<file path="src/rtl/job_controller_pkg.sv">
// Shared CAPI job-control definitions: command codes, job interface payloads
// and the job controller state type.
package job_controller_pkg;

  localparam int unsigned CMD_W  = 8;
  localparam int unsigned ADDR_W = 64;

  // CAPI job command codes
  localparam logic [CMD_W-1:0] CMD_RESET = 8'h80;
  localparam logic [CMD_W-1:0] CMD_START = 8'h90;

  typedef enum logic [1:0] {
    IDLE      = 2'd0,
    RESETTING = 2'd1,
    RUNNING   = 2'd2,
    FINISH    = 2'd3
  } JobState;

  typedef struct packed {
    logic              valid;
    logic [CMD_W-1:0]  command;
    logic [ADDR_W-1:0] address;
  } JobInterfaceInput;

  typedef struct packed {
    logic running;
    logic done;
    logic cack;
    logic error;
    logic yield;
  } JobInterfaceOutput;

endpackage

</file>
<file path="src/rtl/job_controller_delay_line.sv">
// Fixed-depth shift register that delays a small status word.
// Ports:
//   clock    - sole clock
//   reset_n  - synchronous active-low clear of every stage
//   flush    - discard all in-flight words; data_in is still loaded
//   data_in  - word entering stage 0
//   data_out - word leaving the last stage (DEPTH cycles after entry)
module delay_line #(
  parameter int unsigned DEPTH = 1,
  parameter int unsigned WIDTH = 1
) (
  input  logic             clock,
  input  logic             reset_n,
  input  logic             flush,
  input  logic [WIDTH-1:0] data_in,
  output logic [WIDTH-1:0] data_out
);

  logic [WIDTH-1:0] stage [DEPTH];

  // Shift; a flush keeps only the word arriving this cycle
  always_ff @(posedge clock) begin
    if (!reset_n) begin
      for (int unsigned i = 0; i < DEPTH; i++) stage[i] <= '0;
    end else begin
      stage[0] <= data_in;
      for (int unsigned i = 1; i < DEPTH; i++) begin
        stage[i] <= flush ? '0 : stage[i-1];
      end
    end
  end

  assign data_out = stage[DEPTH-1];

endmodule

</file>
<file path="src/rtl/job_controller.sv">
// CAPI job controller: accepts START/RESET commands, launches NUM_ENGINES work
// engines, tracks their completion, optional run-time limit and reports
// job done/error after DONE_LATENCY cycles.
// Ports:
//   clock, reset_n - clock and synchronous active-low reset
//   job_in         - CAPI job control (valid, command, address)
//   job_out        - CAPI job status (running, done, error; yield/cack tied 0)
//   engine_start   - one-cycle start pulse per engine
//   engine_done    - per-engine completion pulse
//   engine_error   - per-engine error, qualified by engine_done
//   wed_address    - work element descriptor address captured at START
//   cycle_count    - RUNNING cycles of the current/last job (saturating)
module job_controller
  import job_controller_pkg::*;
#(
  parameter int unsigned NUM_ENGINES    = 1,
  parameter int unsigned DONE_LATENCY   = 1,
  parameter int unsigned TIMEOUT_CYCLES = 0
) (
  input  logic                   clock,
  input  logic                   reset_n,
  input  JobInterfaceInput       job_in,
  output JobInterfaceOutput      job_out,
  output logic [NUM_ENGINES-1:0] engine_start,
  input  logic [NUM_ENGINES-1:0] engine_done,
  input  logic [NUM_ENGINES-1:0] engine_error,
  output logic [ADDR_W-1:0]      wed_address,
  output logic [31:0]            cycle_count
);

  localparam int unsigned COUNT_W  = 32;
  localparam int unsigned STATUS_W = 2;  // {error, done}
  localparam logic [NUM_ENGINES-1:0] ALL_DONE = '1;

  JobState                state;
  logic                   running_q;
  logic [NUM_ENGINES-1:0] done_mask;
  logic                   error_flag;

  logic                   cmd_reset_c;
  logic                   cmd_start_c;
  logic                   err_hit_c;
  logic                   timeout_c;
  logic                   finish_c;
  logic [NUM_ENGINES-1:0] mask_next_c;
  logic [COUNT_W-1:0]     count_inc_c;
  logic [STATUS_W-1:0]    dl_in_c;
  logic [STATUS_W-1:0]    dl_out;

  // Command decode, completion detection and the status word entering the delay
  always_comb begin
    cmd_reset_c = job_in.valid && (job_in.command == CMD_RESET);
    cmd_start_c = job_in.valid && (job_in.command == CMD_START);
    mask_next_c = done_mask | engine_done;
    err_hit_c   = |(engine_done & engine_error);
    count_inc_c = (cycle_count == '1) ? cycle_count : cycle_count + COUNT_W'(1);
    timeout_c   = (TIMEOUT_CYCLES != 0) && (count_inc_c == COUNT_W'(TIMEOUT_CYCLES));
    finish_c    = (mask_next_c == ALL_DONE) || timeout_c;
    dl_in_c     = '0;
    if (cmd_reset_c) begin
      dl_in_c = 2'b01;  // reset-done never carries error
    end else if (state == RUNNING && finish_c) begin
      dl_in_c = {error_flag | err_hit_c | timeout_c, 1'b1};
    end
  end

  // RESET flushes any pending job-done so only the reset-done emerges
  delay_line #(
    .DEPTH (DONE_LATENCY),
    .WIDTH (STATUS_W)
  ) u_done_delay (
    .clock    (clock),
    .reset_n  (reset_n),
    .flush    (cmd_reset_c),
    .data_in  (dl_in_c),
    .data_out (dl_out)
  );

  // Job sequencing; RESET command overrides everything including engine events
  always_ff @(posedge clock) begin
    if (!reset_n) begin
      state        <= IDLE;
      running_q    <= 1'b0;
      done_mask    <= '0;
      error_flag   <= 1'b0;
      engine_start <= '0;
      wed_address  <= '0;
      cycle_count  <= '0;
    end else begin
      engine_start <= '0;
      if (cmd_reset_c) begin
        state       <= RESETTING;
        running_q   <= 1'b0;
        done_mask   <= '0;
        error_flag  <= 1'b0;
        cycle_count <= '0;
      end else begin
        case (state)
          IDLE: begin
            if (cmd_start_c) begin
              state        <= RUNNING;
              running_q    <= 1'b1;
              wed_address  <= job_in.address;
              engine_start <= ALL_DONE;
              done_mask    <= '0;
              error_flag   <= 1'b0;
              cycle_count  <= '0;
            end
          end
          RUNNING: begin
            cycle_count <= count_inc_c;
            done_mask   <= mask_next_c;
            error_flag  <= error_flag | err_hit_c | timeout_c;
            if (finish_c) state <= FINISH;
          end
          RESETTING, FINISH: begin
            // Leave once the delayed done pulse is on the output
            if (dl_out[0]) begin
              state     <= IDLE;
              running_q <= 1'b0;
            end
          end
          default: begin
            state     <= IDLE;
            running_q <= 1'b0;
          end
        endcase
      end
    end
  end

  always_comb begin
    job_out         = '0;
    job_out.running = running_q;
    job_out.done    = dl_out[0];
    job_out.error   = dl_out[1];
  end

endmodule

</file>
<file path="config.mk">
export PLATFORM = sky130hd
export DESIGN_NAME = job_controller
export DESIGN_NICKNAME = d
export VERILOG_FILES = /design/src/rtl/job_controller_pkg.sv /design/src/rtl/job_controller_delay_line.sv /design/src/rtl/job_controller.sv
export SDC_FILE = /design/constraint.sdc
export NUM_CORES = 1
export LEC_CHECK = 0
export CORE_ASPECT_RATIO = 0.8
export CORE_UTILIZATION = 23
export CTS_CLUSTER_DIAMETER = 100
export DETAILED_ROUTE_END_ITERATION = 6
export DONT_BUFFER_PORTS = 1
export HOLD_SLACK_MARGIN = 0.05
export SLEW_MARGIN = 10
export SYNTH_ARGS = -nofsm -noshare
export SYNTH_HDL_FRONTEND = slang
export SYNTH_SLANG_ARGS = --single-unit
</file>
<file path="constraint.sdc">
create_clock -name clock -period 3.1 [get_ports clock]
set_input_delay 0.62 -clock clock [delete_from_list [all_inputs] [get_ports clock]]
set_output_delay 0.62 -clock clock [all_outputs]
set_load 0.01 [all_outputs]
</file>
==> metrics.txt <==
# TYPE chip_impl_metric gauge
chip_impl_info{name="status",value="complete, no violations"} 1
chip_impl_info{name="cts-root-buf",value="sky130_fd_sc_hd__clkbuf_16"} 1
chip_impl_metric{name="syn-mean-instance-area",unit="µm²"} 8.450
chip_impl_metric{name="antenna-diode-count",unit=""} 0
chip_impl_metric{name="cp_data_required_time",unit="ns"} 3.39
chip_impl_info{name="timing_worst_setup_path_type",value="reg -> reg"} 1
chip_impl_metric{name="power.density",unit="nW/µm²"} 482.6
chip_impl_metric{name="multiInputGateArea",unit="µm²"} 2415
chip_impl_metric{name="setup_viol",unit=""} 0
chip_impl_metric{name="fin_worst_hold_slack",unit="ns"} 0.3952
chip_impl_metric{name="via_count_of_the_first_global_routing_pass",unit=""} 3380
chip_impl_metric{name="fin_crit_sh",unit="%"} 78.93
chip_impl_metric{name="die_y",unit="µm"} 129.8
chip_impl_metric{name="final_layout_size_suffix_gt1_share",unit="%"} 10.04
chip_impl_metric{name="die-area",unit="µm²"} 21010
chip_impl_metric{name="route.detailed.drc",unit=""} 0
chip_impl_metric{name="layout.area.seq",unit="µm²"} 2082
chip_impl_info{name="top_flip_flop_cell_by_instance_count_after_synthesis",value="sky130_fd_sc_hd__dfxtp_1"} 1
chip_impl_info{name="holdCritPathClass",value="in -> reg"} 1
chip_impl_metric{name="clock_path_buffers",unit=""} 2
chip_impl_metric{name="num-nets-final",unit=""} 622
chip_impl_metric{name="ctsHoldBuffers",unit=""} 0
chip_impl_metric{name="finalWeightedCongestion",unit=""} 0.7501
chip_impl_info{name="tritoncts",value="built"} 1
chip_impl_metric{name="avgViaCountPerCell",unit=""} 4.817
chip_impl_metric{name="fin_skew",unit="ns"} 0.01238
chip_impl_metric{name="final-hold-violation-count",unit=""} 0
chip_impl_metric{name="post-route-cell-area",unit="µm²"} 5298
chip_impl_metric{name="worst-slew-pin-transition",unit="ns"} 0.7165
chip_impl_metric{name="fin_crit",unit="ns"} 2.447
chip_impl_metric{name="areaGrowthSynthToFinish",unit="%"} 12.76
chip_impl_metric{name="ctsHtreeMaxLevel",unit=""} 3
chip_impl_metric{name="dpl_cell_area",unit="µm²"} 4995
chip_impl_metric{name="post_cts_buffers",unit=""} 0
chip_impl_metric{name="largest_net_degree_at_the_start_of_global_routing",unit=""} 68
chip_impl_metric{name="synth.lib_cells_used.distinct",unit=""} 56
chip_impl_metric{name="first_pass_iters",unit=""} 4
chip_impl_metric{name="clock_latency_late_sink",unit="ns"} 0.35
chip_impl_metric{name="fp-row-count",unit=""} 46
chip_impl_metric{name="ys_seq_elements",unit=""} 104
chip_impl_metric{name="synth_enable_flop_cells",unit=""} 0
chip_impl_metric{name="final_antenna_net_count",unit=""} 0
chip_impl_metric{name="crit_arrival",unit="ns"} 2.74
chip_impl_metric{name="ir_worst_vdd",unit="mV"} 0.2350
chip_impl_info{name="rsz0062_at_grt",value="false"} 1
chip_impl_metric{name="synthCells",unit=""} 556
chip_impl_metric{name="setup_total_negative_slack",unit="ns"} 0
chip_impl_metric{name="critical_path_peak_fanout",unit=""} 23
chip_impl_metric{name="final-max-slew-violation-count",unit=""} 0
chip_impl_metric{name="sequential_to_total_area_share_from_yosys_stat",unit="%"} 44.31
chip_impl_metric{name="placeableCoreArea",unit="µm²"} 19910
chip_impl_metric{name="num-fill-cells",unit=""} 2181
chip_impl_metric{name="max_cap_viol",unit=""} 0
chip_impl_metric{name="routedWlPerCell",unit="µm"} 15.90
chip_impl_metric{name="global_route_wire_length_before_repair",unit="mm"} 19.37
chip_impl_metric{name="netlist_area",unit="µm²"} 4698
chip_impl_metric{name="hpwl",unit="mm"} 9.148
chip_impl_metric{name="width_of_the_die",unit="µm"} 161.8
chip_impl_metric{name="static-leakage-power",unit="µW"} 0.001587
chip_impl_metric{name="gr-total-overflow",unit=""} 0
chip_impl_metric{name="routed-via-count",unit=""} 3911
chip_impl_metric{name="finish.utilization",unit="%"} 26.60
chip_impl_metric{name="cts_inserted_buffers",unit=""} 9
chip_impl_metric{name="max_slew_margin",unit="%"} 52.02
chip_impl_metric{name="postSynth.asyncResetShare",unit="%"} 0
chip_impl_info{name="worstSetupStartpointType",value="flip-flop"} 1
chip_impl_metric{name="port-buffer-count",unit=""} 0
chip_impl_metric{name="clock-sinks",unit=""} 104
chip_impl_metric{name="power.total",unit="µW"} 2557
chip_impl_metric{name="floorplan.initialDensity",unit="%"} 23.59
chip_impl_metric{name="io_pins",unit=""} 179
chip_impl_metric{name="drt-initial-drc-count",unit=""} 280
chip_impl_metric{name="post_cts_resize_count",unit=""} 0
chip_impl_metric{name="max_clock_freq",unit="MHz"} 408.7
chip_impl_metric{name="ys_warn_count",unit=""} 0
chip_impl_metric{name="grt_usage",unit="%"} 11.74
chip_impl_metric{name="antenna_violations_before_repair",unit=""} 0
chip_impl_info{name="worst_setup_path_end_kind",value="flip-flop"} 1
chip_impl_metric{name="path_clk_slew",unit="ns"} 0.08
chip_impl_metric{name="route.final.wire_length",unit="mm"} 12.91
synth_stat cells (3+ instances only):
| cell | instances | share of area, % |
|---|---|---|
| sky130_fd_sc_hd__o211ai_1 | 13 | 2.1 |
| sky130_fd_sc_hd__dfxtp_1 | 104 | 44 |
| sky130_fd_sc_hd__o21ai_0 | 9 | 0.96 |
| sky130_fd_sc_hd__nand2b_1 | 4 | 0.53 |
| sky130_fd_sc_hd__nand3_1 | 14 | 1.5 |
| sky130_fd_sc_hd__or3_1 | 6 | 0.80 |
| sky130_fd_sc_hd__nor2_1 | 12 | 0.96 |
| sky130_fd_sc_hd__clkbuf_1 | 23 | 1.8 |
| sky130_fd_sc_hd__and2_1 | 8 | 1.1 |
| sky130_fd_sc_hd__a21oi_1 | 18 | 1.9 |
| sky130_fd_sc_hd__buf_6 | 3 | 0.72 |
| sky130_fd_sc_hd__o21ai_1 | 3 | 0.32 |
| sky130_fd_sc_hd__a31oi_1 | 16 | 2.1 |
| sky130_fd_sc_hd__a21boi_0 | 25 | 4.0 |
| sky130_fd_sc_hd__a211oi_1 | 3 | 0.48 |
| sky130_fd_sc_hd__nor3_1 | 6 | 0.64 |
| sky130_fd_sc_hd__o31ai_1 | 4 | 0.64 |
| sky130_fd_sc_hd__a311oi_1 | 6 | 1.1 |
| sky130_fd_sc_hd__buf_2 | 10 | 1.1 |
| sky130_fd_sc_hd__a21boi_1 | 40 | 6.4 |
| sky130_fd_sc_hd__and3_1 | 9 | 1.2 |
| sky130_fd_sc_hd__a311oi_2 | 3 | 0.96 |
| sky130_fd_sc_hd__nand4_1 | 11 | 1.5 |
| sky130_fd_sc_hd__nand2_1 | 151 | 12 |
| sky130_fd_sc_hd__o21a_1 | 3 | 0.48 |
| sky130_fd_sc_hd__buf_4 | 4 | 0.64 |
| sky130_fd_sc_hd__or4_1 | 10 | 1.6 |
flip-flops by register name (all words and copies together) (netlist names):
register and cells:
done_mask 1, wed_address 64, error_flag 1, running_q 1, u_done_delay.stage 2, state 2, engine_start 1, cycle_count 32
routing by layer:
metal  global-route usage (%)  wire length (µm)  share of wire, %  vias to the layer above
met2                    17.80              5805                45                      126
met3                    4.959              1301                10                       11
met1                    14.95              5635                44                     1825
met5                        0                 0                 0                        -
li1                         -                 -                 -                     1949
met4                    3.940               170               1.3                        0
logic make-up after synthesis:
logic type | count (synthesis) | share of synthesized area [%]
AND/OR/NAND/NOR | 250 | 26.31
AO/OA/AOI/OAI | 155 | 23.99
flip-flops | 104 | 44.31
buffers and inverters | 44 | 4.820
multiplexers | 1 | 0.2131
adder cells (fa/ha/maj) | 1 | 0.2663
other | 1 | 0.07982
area by class of cell:
| class | instances | share of cell area [%] |
|---|---|---|
| tap | 264 | 6.235 |
| multi-input combinational | 409 | 45.58 |
| inverter | 2 | 0.1417 |
| sequential | 104 | 39.30 |
| clock buffer | 10 | 4.511 |
| timing repair buffer | 18 | 3.023 |
| clock inverter | 5 | 1.205 |
final timing paths:
check / from / endpoint / slack [ns] / depth (start not counted)
setup / recovery: cycle_count[0] / cycle_count[31] / 0.65 / 7
hold / removal: job_in[39] / wed_address[39] / 0.40 / 2
setup reg to reg: cycle_count[0] / cycle_count[31] / 0.65 / 7
hold reg to reg: error_flag / error_flag / 0.48 / 2
power by group:
group | switching [µW] | internal [µW] | total [µW]
combinational | 17.1 | 18.1 | 35.1
sequential | 1.48 | 1340 | 1340
clock | 531 | 654 | 1180
total | 549 | 2010 | 2560
cells in the final DEF, fill, tap and decap left out, drive strengths merged, types with 2 or more instances in the layout:
cell,n
nor2,12
a31oi,17
and3,9
or4,12
a21boi,65
nand3,17
and2,8
nand2,151
inv,5
nand4,11
nand2b,4
clkbuf,10
and4,2
a311oi,9
o211ai,15
conb,2
nor4,5
or3,6
o21ai,13
nor3,6
o31ai,5
dfxtp,104
a211oi,3
buf,18
o21a,3
nor2b,2
a21oi,20
per-stage QoR:
step	setup WS, ns	cells
2_1_floorplan	0.7374	557
3_3_place_gp	0.5115	797
3_5_place_dp	0.5026	797
4_1_cts	0.6574	812
5_1_grt	0.4688	812
6_report	0.6532	812
worst max-delay path, cell delays in order, from the launching register on:
cell and delay (ns):
sky130_fd_sc_hd__dfxtp_1 0.55, sky130_fd_sc_hd__ha_1 0.29, sky130_fd_sc_hd__nand2_1 0.19, sky130_fd_sc_hd__or4_4 0.50, sky130_fd_sc_hd__nor3b_4 0.21, sky130_fd_sc_hd__buf_4 0.32
sky130_fd_sc_hd__o311ai_0 0.19, sky130_fd_sc_hd__a21oi_1 0.14
(Power assumes the default switching activity.)
